==> config.mk <==
export PLATFORM = sky130hd
export DESIGN_NAME = dm_load_ret_buf
export DESIGN_NICKNAME = d
export VERILOG_FILES = /design/src/rtl/dm_be_pkg.sv /design/src/rtl/dm_load_lane_sel.sv /design/src/rtl/dm_load_ret_buf.sv
export SDC_FILE = /design/constraint.sdc
export NUM_CORES = 1
export LEC_CHECK = 0
export CORE_ASPECT_RATIO = 1.1
export CORE_UTILIZATION = 41
export DETAILED_ROUTE_END_ITERATION = 10
export PLACE_DENSITY = 0.64
export SYNTH_ARGS = -nofsm -noshare
export SYNTH_HDL_FRONTEND = slang
export SYNTH_SLANG_ARGS = --single-unit
==> constraint.sdc <==
create_clock -name clk -period 4.3 [get_ports clk]
set_input_delay 0.645 -clock clk [delete_from_list [all_inputs] [get_ports clk]]
set_output_delay 0.645 -clock clk [all_outputs]
set_load 0.005 [all_outputs]
==> src/rtl/dm_be_pkg.sv <==
// Byte-enable lane encodings shared by the data-memory store placer and load return path.
package dm_be_pkg;

  localparam int unsigned BE_W = 4;

  localparam logic [BE_W-1:0] BE_WORD = 4'b1111;
  localparam logic [BE_W-1:0] BE_NONE = 4'b0000;
  localparam logic [BE_W-1:0] BE_H0   = 4'b0011;
  localparam logic [BE_W-1:0] BE_H1   = 4'b1100;
  localparam logic [BE_W-1:0] BE_B0   = 4'b0001;
  localparam logic [BE_W-1:0] BE_B1   = 4'b0010;
  localparam logic [BE_W-1:0] BE_B2   = 4'b0100;
  localparam logic [BE_W-1:0] BE_B3   = 4'b1000;

  localparam int unsigned ERR_CNT_W = 8;

endpackage

==> src/rtl/dm_load_lane_sel.sv <==
// Load lane selector: picks the byte/halfword/word named by the lane mask and
// zero- or sign-extends it to 32 bits; unrecognised masks yield zero with err set.
module dm_load_lane_sel
  import dm_be_pkg::*;
(
  input  logic [31:0]     data,
  input  logic [BE_W-1:0] be,
  input  logic            sign,
  output logic [31:0]     ext_data,
  output logic            err
);

  logic [7:0]  byte_f;
  logic [15:0] half_f;
  logic        is_byte;
  logic        is_half;

  always_comb begin
    ext_data = '0;
    err      = 1'b0;
    byte_f   = '0;
    half_f   = '0;
    is_byte  = 1'b0;
    is_half  = 1'b0;

    case (be)
      BE_WORD, BE_NONE: ext_data = data;
      BE_H0: begin half_f = data[15:0];  is_half = 1'b1; end
      BE_H1: begin half_f = data[31:16]; is_half = 1'b1; end
      BE_B0: begin byte_f = data[7:0];   is_byte = 1'b1; end
      BE_B1: begin byte_f = data[15:8];  is_byte = 1'b1; end
      BE_B2: begin byte_f = data[23:16]; is_byte = 1'b1; end
      BE_B3: begin byte_f = data[31:24]; is_byte = 1'b1; end
      default: err = 1'b1;
    endcase

    // Sub-word loads extend from the top bit of the field only for signed loads.
    if (is_byte) ext_data = {{24{sign & byte_f[7]}}, byte_f};
    if (is_half) ext_data = {{16{sign & half_f[15]}}, half_f};
  end

endmodule

==> src/rtl/dm_load_ret_buf.sv <==
// Load-return buffer: extracts/extends the loaded lane and queues it with its
// destination register in a 2-entry valid/ready FIFO. Optional DM_LOAD_ERR_CNT_EN adds err_cnt.
module dm_load_ret_buf
  import dm_be_pkg::*;
#(
  parameter int unsigned DW    = 32,
  parameter int unsigned RW    = 5,
  parameter int unsigned DEPTH = 2
) (
  input  logic            clk,
  input  logic            reset,
  input  logic            flush,
  input  logic            in_valid,
  output logic            in_ready,
  input  logic [DW-1:0]   in_data,
  input  logic [BE_W-1:0] in_be,
  input  logic            in_sign,
  input  logic [RW-1:0]   in_rd,
  output logic            out_valid,
  input  logic            out_ready,
  output logic [DW-1:0]   out_data,
  output logic [RW-1:0]   out_rd,
  output logic            out_err
`ifdef DM_LOAD_ERR_CNT_EN
  ,
  output logic [ERR_CNT_W-1:0] err_cnt
`endif
);

  localparam int unsigned PW = $clog2(DEPTH);
  localparam int unsigned CW = $clog2(DEPTH + 1);

  logic [PW-1:0]  wptr;
  logic [PW-1:0]  rptr;
  logic [CW-1:0]  count;
  logic [DW-1:0]  data_q [DEPTH];
  logic [RW-1:0]  rd_q   [DEPTH];
  logic [DEPTH-1:0] err_q;

  logic [31:0] ext_data;
  logic        ext_err;
  logic        push;
  logic        pop;

  dm_load_lane_sel u_lane_sel (
    .data     (in_data),
    .be       (in_be),
    .sign     (in_sign),
    .ext_data (ext_data),
    .err      (ext_err)
  );

  // Handshake flags come from the stored count only, so no in-to-out combinational path exists.
  assign in_ready  = (count != CW'(DEPTH));
  assign out_valid = (count != '0);
  assign push      = in_valid && in_ready;
  assign pop       = out_valid && out_ready;

  assign out_data = data_q[rptr];
  assign out_rd   = rd_q[rptr];
  assign out_err  = err_q[rptr];

  always_ff @(posedge clk) begin
    if (!reset) begin
      wptr  <= '0;
      rptr  <= '0;
      count <= '0;
      err_q <= '0;
      for (int i = 0; i < int'(DEPTH); i++) begin
        data_q[i] <= '0;
        rd_q[i]   <= '0;
      end
    end else if (flush) begin
      // Entry payloads are left as-is; only occupancy and pointers are cleared.
      wptr  <= '0;
      rptr  <= '0;
      count <= '0;
    end else begin
      if (push) begin
        data_q[wptr] <= DW'(ext_data);
        rd_q[wptr]   <= in_rd;
        err_q[wptr]  <= ext_err;
        wptr         <= wptr + PW'(1);
      end
      if (pop) begin
        rptr <= rptr + PW'(1);
      end
      case ({push, pop})
        2'b10:   count <= count + CW'(1);
        2'b01:   count <= count - CW'(1);
        default: count <= count;
      endcase
    end
  end

`ifdef DM_LOAD_ERR_CNT_EN
  // Counts accepted illegal-mask loads; survives flush and saturates.
  always_ff @(posedge clk) begin
    if (!reset) begin
      err_cnt <= '0;
    end else if (!flush && push && ext_err && (err_cnt != {ERR_CNT_W{1'b1}})) begin
      err_cnt <= err_cnt + ERR_CNT_W'(1);
    end
  end
`endif

endmodule

Word level (Yosys, flattened, before mapping) --
Memories as Yosys holds them, arrays and structs flattened. A register that Yosys moved wholly into a read port is not among the register bits. Index checks and enable logic that the tools add are counted.
Cells by class: order comparisons 3, equal/unequal tests 10, multiplexer cells 29, add/subtract/negate cells 4, reductions and logical operators 14, bitwise gates (word level) 4
Operators with widths (count):
- $mux W32 | 4
- $pmux W16 S2 | 1
- $pmux W8 S4 | 1
- $reduce_or A32 Y1 | 1
- $mux W1 | 19
- $eq A4 B4 Y1 const B | 3
- $eq A4 B2 Y1 const B | 2
- $reduce_or A8 Y1 | 1
- $reduce_or A2 Y1 | 3
- $mux W5 | 1
- $reduce_or A5 Y1 | 1
- $eq A4 B1 Y1 const B | 1
- $eq A4 B3 Y1 const B | 1
- $logic_not A4 Y1 | 1
- $lt A1 B2 Y1 const B | 2
- $pmux W2 S2 | 1
- $reduce_bool A2 Y1 | 2
- $reduce_or A4 Y1 | 1
- $logic_and A1 B1 Y1 | 3
- $add A1 B1 Y1 const B | 2
- $add A2 B1 Y2 const B | 1
- $and A1 B1 Y1 | 2
- $bwmux W2 | 1
- $eq A2 B1 Y1 const B | 1
- other kinds (7) | 8
Storage, ports and cells: input port bits 47, flip-flop bits (word level) 6, output and inout bits 40, bits in writable memories 74, memories kept 2, word-level logic and storage cells 70
Memory list:
- data_q | depth 2, width 32, rd ports 1, clocked after memory_dff 1, wr ports 2, line dm_load_ret_buf.sv:36 | logic [DW-1:0] data_q [DEPTH];
- rd_q | depth 2, width 5, rd ports 1, clocked after memory_dff 1, wr ports 2, line dm_load_ret_buf.sv:37 | logic [RW-1:0] rd_q [DEPTH];

Longest topological paths before layout --
Gate-level depths: netlist (run 1).
depth after elaboration 8, gate-level depth with buffers 7, gate-level depth less buffers 6

Modules after synthesis --
A second synthesis (run 1) with hierarchy kept.
Unflattened totals: cells, all modules 331, area, all modules 4320.4 µm²
By module, submodules not included:
- dm_load_ret_buf | times used 1, cells each 235, area an instance 3568.4 µm², sequential area each 2362.3 µm²
- dm_load_lane_sel | times used 1, cells each 96, area an instance 752.0 µm², sequential area each 0.0 µm²

Worst setup path before layout (run 1) --
OpenSTA, ideal clock, no wires.
path type input -> register, from input port in_valid, to memory data_q[0][0], enable pin, setup time 488 ps, arrival time 3524 ps, required time 3812 ps, cell stages on the path 2, setup slack 289 ps, buffers on the path 0, path through nand2_2 > o31ai_1
RTL lines:
- from (decl) | line dm_load_ret_buf.sv:13 | input logic in_valid,
- to (decl) | line dm_load_ret_buf.sv:36

==> reports/metrics.yaml, run 1 <==
outcome:
  status: "finished clean"
setup_path:
  cp_max_fo: 37
  start_kind: "register"
  cp_slowest_stage_delay_ns: 0.95
  cp_data_required_time_ns: 3.65
  path_class: "register to primary output"
  crit_path_top_delay_cell: "dfxtp_2"
  cp.arrival_ns: 2.23
  worstPathCellList: "mux2_2, clkdlybuf4s50_1"
  r2r_start: "count[0]$_SDFFE_PP0P_"
  crit_path_end_kind: "primary output"
  cp_num_buf_inv: 1
  path_delay_family: "flip-flops"
floorplanning:
  fp.dieArea_sq_um: 10100
  num_io_pins: 87
  core_area_sq_um: 9400
  die_y_microns: 105
  die_w_microns: 95.9
  start_util: 0.423
  num_rows: 37
clocking:
  htreeDepth: 3
  cts.sinks: 81
  clk_pin_slew_ns: 0.08
  clk-insertion-delay-late_ns: 0.35
  post_cts_buffers: 0
  cts-buffers-inserted: 9
  cts_hold_buf: 0
  clockRootBuffer: "clkbuf_8"
  clockBufferDepth: 2
  cts_tree: "built"
  post_cts_resized: 0
pwr:
  switching_share: 0.251
  ir_worst_vdd_v: 0.000157
  p_sw_uw: 417
  clockPowerShare: 0.305
  p_int_mw: 1.24
  power_density_nw_per_um2: 329
  p_leak_nw: 1.74
  combPwrFrac: 0.146
  power_mw: 1.66
  pwr-share-seq: 0.549
yosys:
  synth_top_cell_area_share: 0.559
  synth_fp_nets: 366
  syn_avg_cell_area_sq_um: 12.5
  synth-edff-count: 74
  async_reset_ff_frac: 0
  synth_flop_cell: "edfxtp_1"
  netlist_area_sq_um: 3970
  ys_seq_area_frac: 0.594
  yosysTopAreaCell: "edfxtp_1"
  synth_cell_types: 41
  synth_cells: 318
  yosys_warnings: 0
  synth_area_leaders: "edfxtp_1 (56%), mux2_2 (11%), a21oi_1 (6.4%), dfxtp_1 (3.5%), nor2_1 (3.0%)"
  ys_seq_elements: 81
global_route:
  track_usage: 0.198
  antenna_found_initial: 0
  overflow: 0
  grt_max_degree: 38
  grt_pass1_wl_microns: 14600
  grt_pass1_vias: 2813
timing:
  setup_violations: 0
  hold_ws_ns: 0.492
  fmax_ghz: 0.347
  finalCritPeriodShare: 0.669
  max_slew_margin: 0.354
  slew_violations: 0
  period_minus_slack_ns: 2.88
  rsz0062_at_grt: "false"
  tns_ns: 0
  hold_viol: 0
  tightest_slew_ns: 0.956
  final.setup_skew_ns: 0.00937
drt:
  wl_microns: 9350
  first_pass_iters: 5
  drt_iter0_drc: 292
  antenna_left: 0
  post_drt_wl_per_cell_microns: 18.1
  via_count: 2879
  drc: 0
  via_per_inst: 5.57
layout:
  multiInputGateArea_sq_um: 1440
  final_area_sq_um: 5050
  diodes: 0
  fillers: 832
  syn2layout_area_growth_pct: 27.1
  layout.nets: 443
  seq_area_sq_um: 2360
  drive_gt1_frac: 0.170
run:
  drv_cap: 0
placed_design:
  io_buffers: 86
  dp_hpwl_microns: 6130
  gp_congestion: 0.858
  dpl_cell_area_sq_um: 4870
worst_hold_path:
  min_from: "err_q[0]$_SDFFE_PN0P_"
  hp-class: "register to register"
kinds of logic after synthesis:
logic type | share of synthesized area
AOI/OAI and AO/OA | 0.139
DFF | 0.594
and+or+nand+nor | 0.0964
muxes | 0.110
buffers and inverters | 0.0457
xor gates and xnor gates | 0.0110
adders and majority gates | 0.00315
layout make-up:
| type | count | area share |
|---|---|---|
| Multi-Input combinational cell | 206 | 0.286 |
| Timing Repair Buffer | 91 | 0.178 |
| Clock buffer | 9 | 0.0245 |
| Sequential cell | 81 | 0.468 |
| Tap cell | 117 | 0.0290 |
| Inverter | 6 | 0.00446 |
| Clock inverter | 7 | 0.0104 |
power groups by stage:
| stage | Sequential, mW | Clock (mW) | Combinational (mW) |
|---|---|---|---|
| floorplan | 0.925 | 0 | 0.117 |
| global placement | 0.928 | 0 | 0.242 |
| detailed placement | 0.930 | 0 | 0.243 |
| CTS | 0.912 | 0.515 | 0.245 |
| global route | 0.916 | 0.546 | 0.262 |
| finish | 0.911 | 0.506 | 0.243 |
worst paths after layout:
kind | end | depth (start not counted) | slack [ns]
min reg2reg | err_q[0]$_SDFFE_PN0P_ | 2 | 0.49
max reg2reg | rd_q[0][4]$_SDFFCE_PN0P_ | 4 | 2.54
max | out_data[18] | 2 | 1.42
min | err_q[0]$_SDFFE_PN0P_ | 2 | 0.49
synthesized netlist by cell type, types with 4 or more instances:
master     n
a222oi_1   7
nand3b_1   4
mux2_2    38
nand2_1   18
buf_6      6
a22oi_1    9
a22o_1     7
buf_2     10
inv_1      6
dfxtp_1    7
clkbuf_1   7
nor2_1    32
edfxtp_1  74
a21oi_1   51
worst register-to-register path, cell delays in order (launching register included):
cell	delay, ns
dfxtp_1	0.40
nand2b_1	0.18
nand2_2	0.15
o31ai_4	0.18
buf_4	0.47
state kept, by name, indices dropped and copies added, names as in the netlist, named ones only:
| register | count |
|---|---|
| rptr | 1 |
| err_q | 2 |
| wptr | 1 |
| data_q | 64 |
| rd_q | 10 |
| count | 2 |
placed cells by master, fill, tap and decap left out, drive strengths merged, types with 3 or more instances in the layout:
cell type	synthesis	routed
a21boi	3	3
clkdlybuf4s50	0	86
o31ai	3	3
xnor2	3	3
and2	3	3
dfxtp	7	7
edfxtp	74	74
nand2b	3	3
nor2b	3	3
a22oi	9	9
a22o	7	7
a21oi	51	51
buf	18	5
inv	6	9
mux2	38	38
or3	3	3
o21ai	3	3
nand2	20	20
nor2	32	32
clkbuf	7	9
a222oi	7	7
nand3b	4	4
per-layer routing:
layer  up-vias  track usage  share of wire
li1       1346            -              -
met1      1399        0.250           0.41
met2       116        0.333           0.51
met3        18       0.0267          0.057
met4         0       0.0874          0.026
met5         -            0              0
through the flow:
step | utilization | setup WS, ns | std cells
CTS | 0.537 | 1.39 | 517
global placement | 0.519 | 1.36 | 501
detailed placement | 0.519 | 1.21 | 501
finish | 0.537 | 1.42 | 517
global route | 0.537 | 1.32 | 517
floorplan | - | 0.289 | 318
Power figures use the tool's default switching activity.
==> run 2: changes to the inputs <==
Settings changed: PLACE_DENSITY 0.64 to 0.66.
Clock period 4.3 ns to 2.3 ns, I/O delays scaled along.
==> reports/metrics.yaml, run 2 (synthesis results as in run 1) <==
outcome:
  status: "finished clean"
pwr:
  clockPowerShare: 0.320  # +0.015
  switching_share: 0.248  # -0.00344
  power_density_nw_per_um2: 617  # +88%
  p_int_mw: 2.42  # +94%
  p_sw_uw: 796  # +91%
  ir_worst_vdd_v: 0.000269  # +72%
  combPwrFrac: 0.152  # +0.006
  p_leak_nw: 1.83  # +5.4%
  pwr-share-seq: 0.528  # -0.021
clocking:
  post_cts_buffers: 0  # unchanged
  clk-insertion-delay-late_ns: 0.36  # about the same
  cts_hold_buf: 0  # unchanged
  cts.sinks: 81  # unchanged
  cts-buffers-inserted: 9  # unchanged
  clockRootBuffer: "clkbuf_8"
  clockBufferDepth: 2  # unchanged
  htreeDepth: 3  # unchanged
  post_cts_resized: 0  # unchanged
  cts_tree: "built"
  clk_pin_slew_ns: 0.09  # about the same
timing:
  slew_violations: 0  # unchanged
  final.setup_skew_ns: 0.0108  # +0.00140 ns
  period_minus_slack_ns: 2.15
  tns_ns: 0  # unchanged
  max_slew_margin: 0.553  # +0.199
  hold_viol: 0  # unchanged
  rsz0062_at_grt: "false"
  finalCritPeriodShare: 0.934
  fmax_ghz: 0.466
  tightest_slew_ns: 0.670  # -0.285 ns
  setup_violations: 0  # unchanged
setup_path:
  start_kind: "register"
  crit_path_top_delay_cell: "clkdlybuf4s50_1"
  r2r-end: "data_q[1][12]$_SDFFCE_PN0P_"
  r2r_slack_ns: 0.57  # -1.97 ns
  cp_data_required_time_ns: 1.96  # -1.69 ns
  worstPathCellList: "buf_12, mux2_2, clkdlybuf4s50_1"
  cp.arrival_ns: 1.80  # -0.43 ns
  cp_slowest_stage_delay_ns: 0.46  # -0.49 ns
  ff2ff_path_depth: 5  # +1
  cp_max_fo: 37  # unchanged
  crit_path_end: "out_data[15]"
  path_class: "register to primary output"
  crit_path_end_kind: "primary output"
  r2r_start: "count[0]$_SDFFE_PP0P_"
floorplanning:
  die_y_microns: 105  # unchanged
  die_w_microns: 95.9  # unchanged
  core_area_sq_um: 9400  # unchanged
  fp.dieArea_sq_um: 10100  # unchanged
  num_io_pins: 87  # unchanged
  num_rows: 37  # unchanged
  start_util: 0.423  # unchanged
layout:
  diodes: 0  # unchanged
  final_area_sq_um: 5210  # +3.1%
  final_cell_mix: "clkdlybuf4s50_1 (86), edfxtp_1 (74), a21oi_1 (51)"
  top_register: "data_q"
  drive_gt1_frac: 0.197  # +0.0266
  layout.nets: 455  # +2.7%
  top_regs: "data_q x64, rd_q x10"
  final_common_cell: "clkdlybuf4s50_1"
  largest_register_ffs: 64  # unchanged
  syn2layout_area_growth_pct: 31.1
drt:
  post_drt_wl_per_cell_microns: 18.0  # -0.29%
  dr_wl_met2_microns: 4960  # +4.8%
  antenna_left: 0  # unchanged
  routed-wl-met3_microns: 388  # -28%
  wl_microns: 9530  # +2.0%
  via_per_inst: 5.53  # -0.77%
  drt_iter0_drc: 179  # -39%
  via_count: 2923  # +1.5%
  first_pass_iters: 5  # unchanged
  met1_length_microns: 4050  # +5.6%
  drc: 0  # unchanged
  routed.top_layer: "met4"
global_route:
  grt_pass1_wl_microns: 15000  # +2.4%
  grt_pass1_vias: 2887  # +2.6%
  antenna_found_initial: 0  # unchanged
  grt_max_degree: 38  # unchanged
  track_usage: 0.203  # +0.00514
  overflow: 0  # unchanged
placed_design:
  gp_congestion: 0.887  # +3.3%
  dpl_cell_area_sq_um: 5010  # +2.9%
  io_buffers: 86  # unchanged
  dp_hpwl_microns: 6350  # +3.5%
run:
  drv_cap: 0  # unchanged
worst_hold_path:
  whs_path_depth: 2  # unchanged
  hp-class: "register to register"
run 2: worst min-delay path by stage:
stage                                      from               endpoint  slack [ns]
after floorplan           err_q[0]$_SDFFE_PN0P_  err_q[0]$_SDFFE_PN0P_        0.45
after global placement    err_q[0]$_SDFFE_PN0P_  err_q[0]$_SDFFE_PN0P_        0.47
after detailed placement  err_q[0]$_SDFFE_PN0P_  err_q[0]$_SDFFE_PN0P_        0.49
after CTS                 err_q[0]$_SDFFE_PN0P_  err_q[0]$_SDFFE_PN0P_        0.50
after global routing      err_q[0]$_SDFFE_PN0P_  err_q[0]$_SDFFE_PN0P_        0.54
final                     err_q[0]$_SDFFE_PN0P_  err_q[0]$_SDFFE_PN0P_        0.49
run 2: layer usage:
metal,GRT usage,up-vias
met2,0.335,84
met5,0,-
li1,-,1377
met3,0.0390,11
met4,0.0789,0
met1,0.259,1451
run 2: final cells by class:
| cell class | count | area [sq um] |
|---|---|---|
| sequential | 81 | 2360 |
| tap | 117 | 146 |
| clock inverter | 6 | 46.3 |
| inverter | 6 | 22.5 |
| fill | 822 | 4190 |
| clock buffer | 10 | 149 |
| multi-input combinational | 206 | 1440 |
| timing repair buffer | 103 | 1040 |
run 2: power by group through the flow:
| stage | sequential (mW) | clock, mW | combinational [mW] |
|---|---|---|---|
| finish | 1.70 | 1.03 | 0.489 |
| global route | 1.71 | 1.13 | 0.525 |
| CTS | 1.70 | 1.05 | 0.494 |
| detailed placement | 1.73 | 0 | 0.491 |
| global placement | 1.73 | 0 | 0.487 |
| floorplan | 1.73 | 0 | 0.221 |
run 2: through the flow:
step	setup WS, ns	hold WS [ns]	power [mW]	instances	util
detailed placement	-0.122	0.485	2.22	513	0.534
floorplan	0.216	0.452	1.95	318	-
global placement	-0.0740	0.466	2.21	513	0.534
finish	0.152	0.495	3.21	529	0.554
CTS	0.133	0.499	3.24	529	0.554
global route	0.0803	0.538	3.36	529	0.554
run 2: worst max-delay path, delay by kind of cell, from the launching register on:
family	cells	cell delay [ns]
buffers and inverters	2	0.68
flip-flops	1	0.35
multiplexers	1	0.39
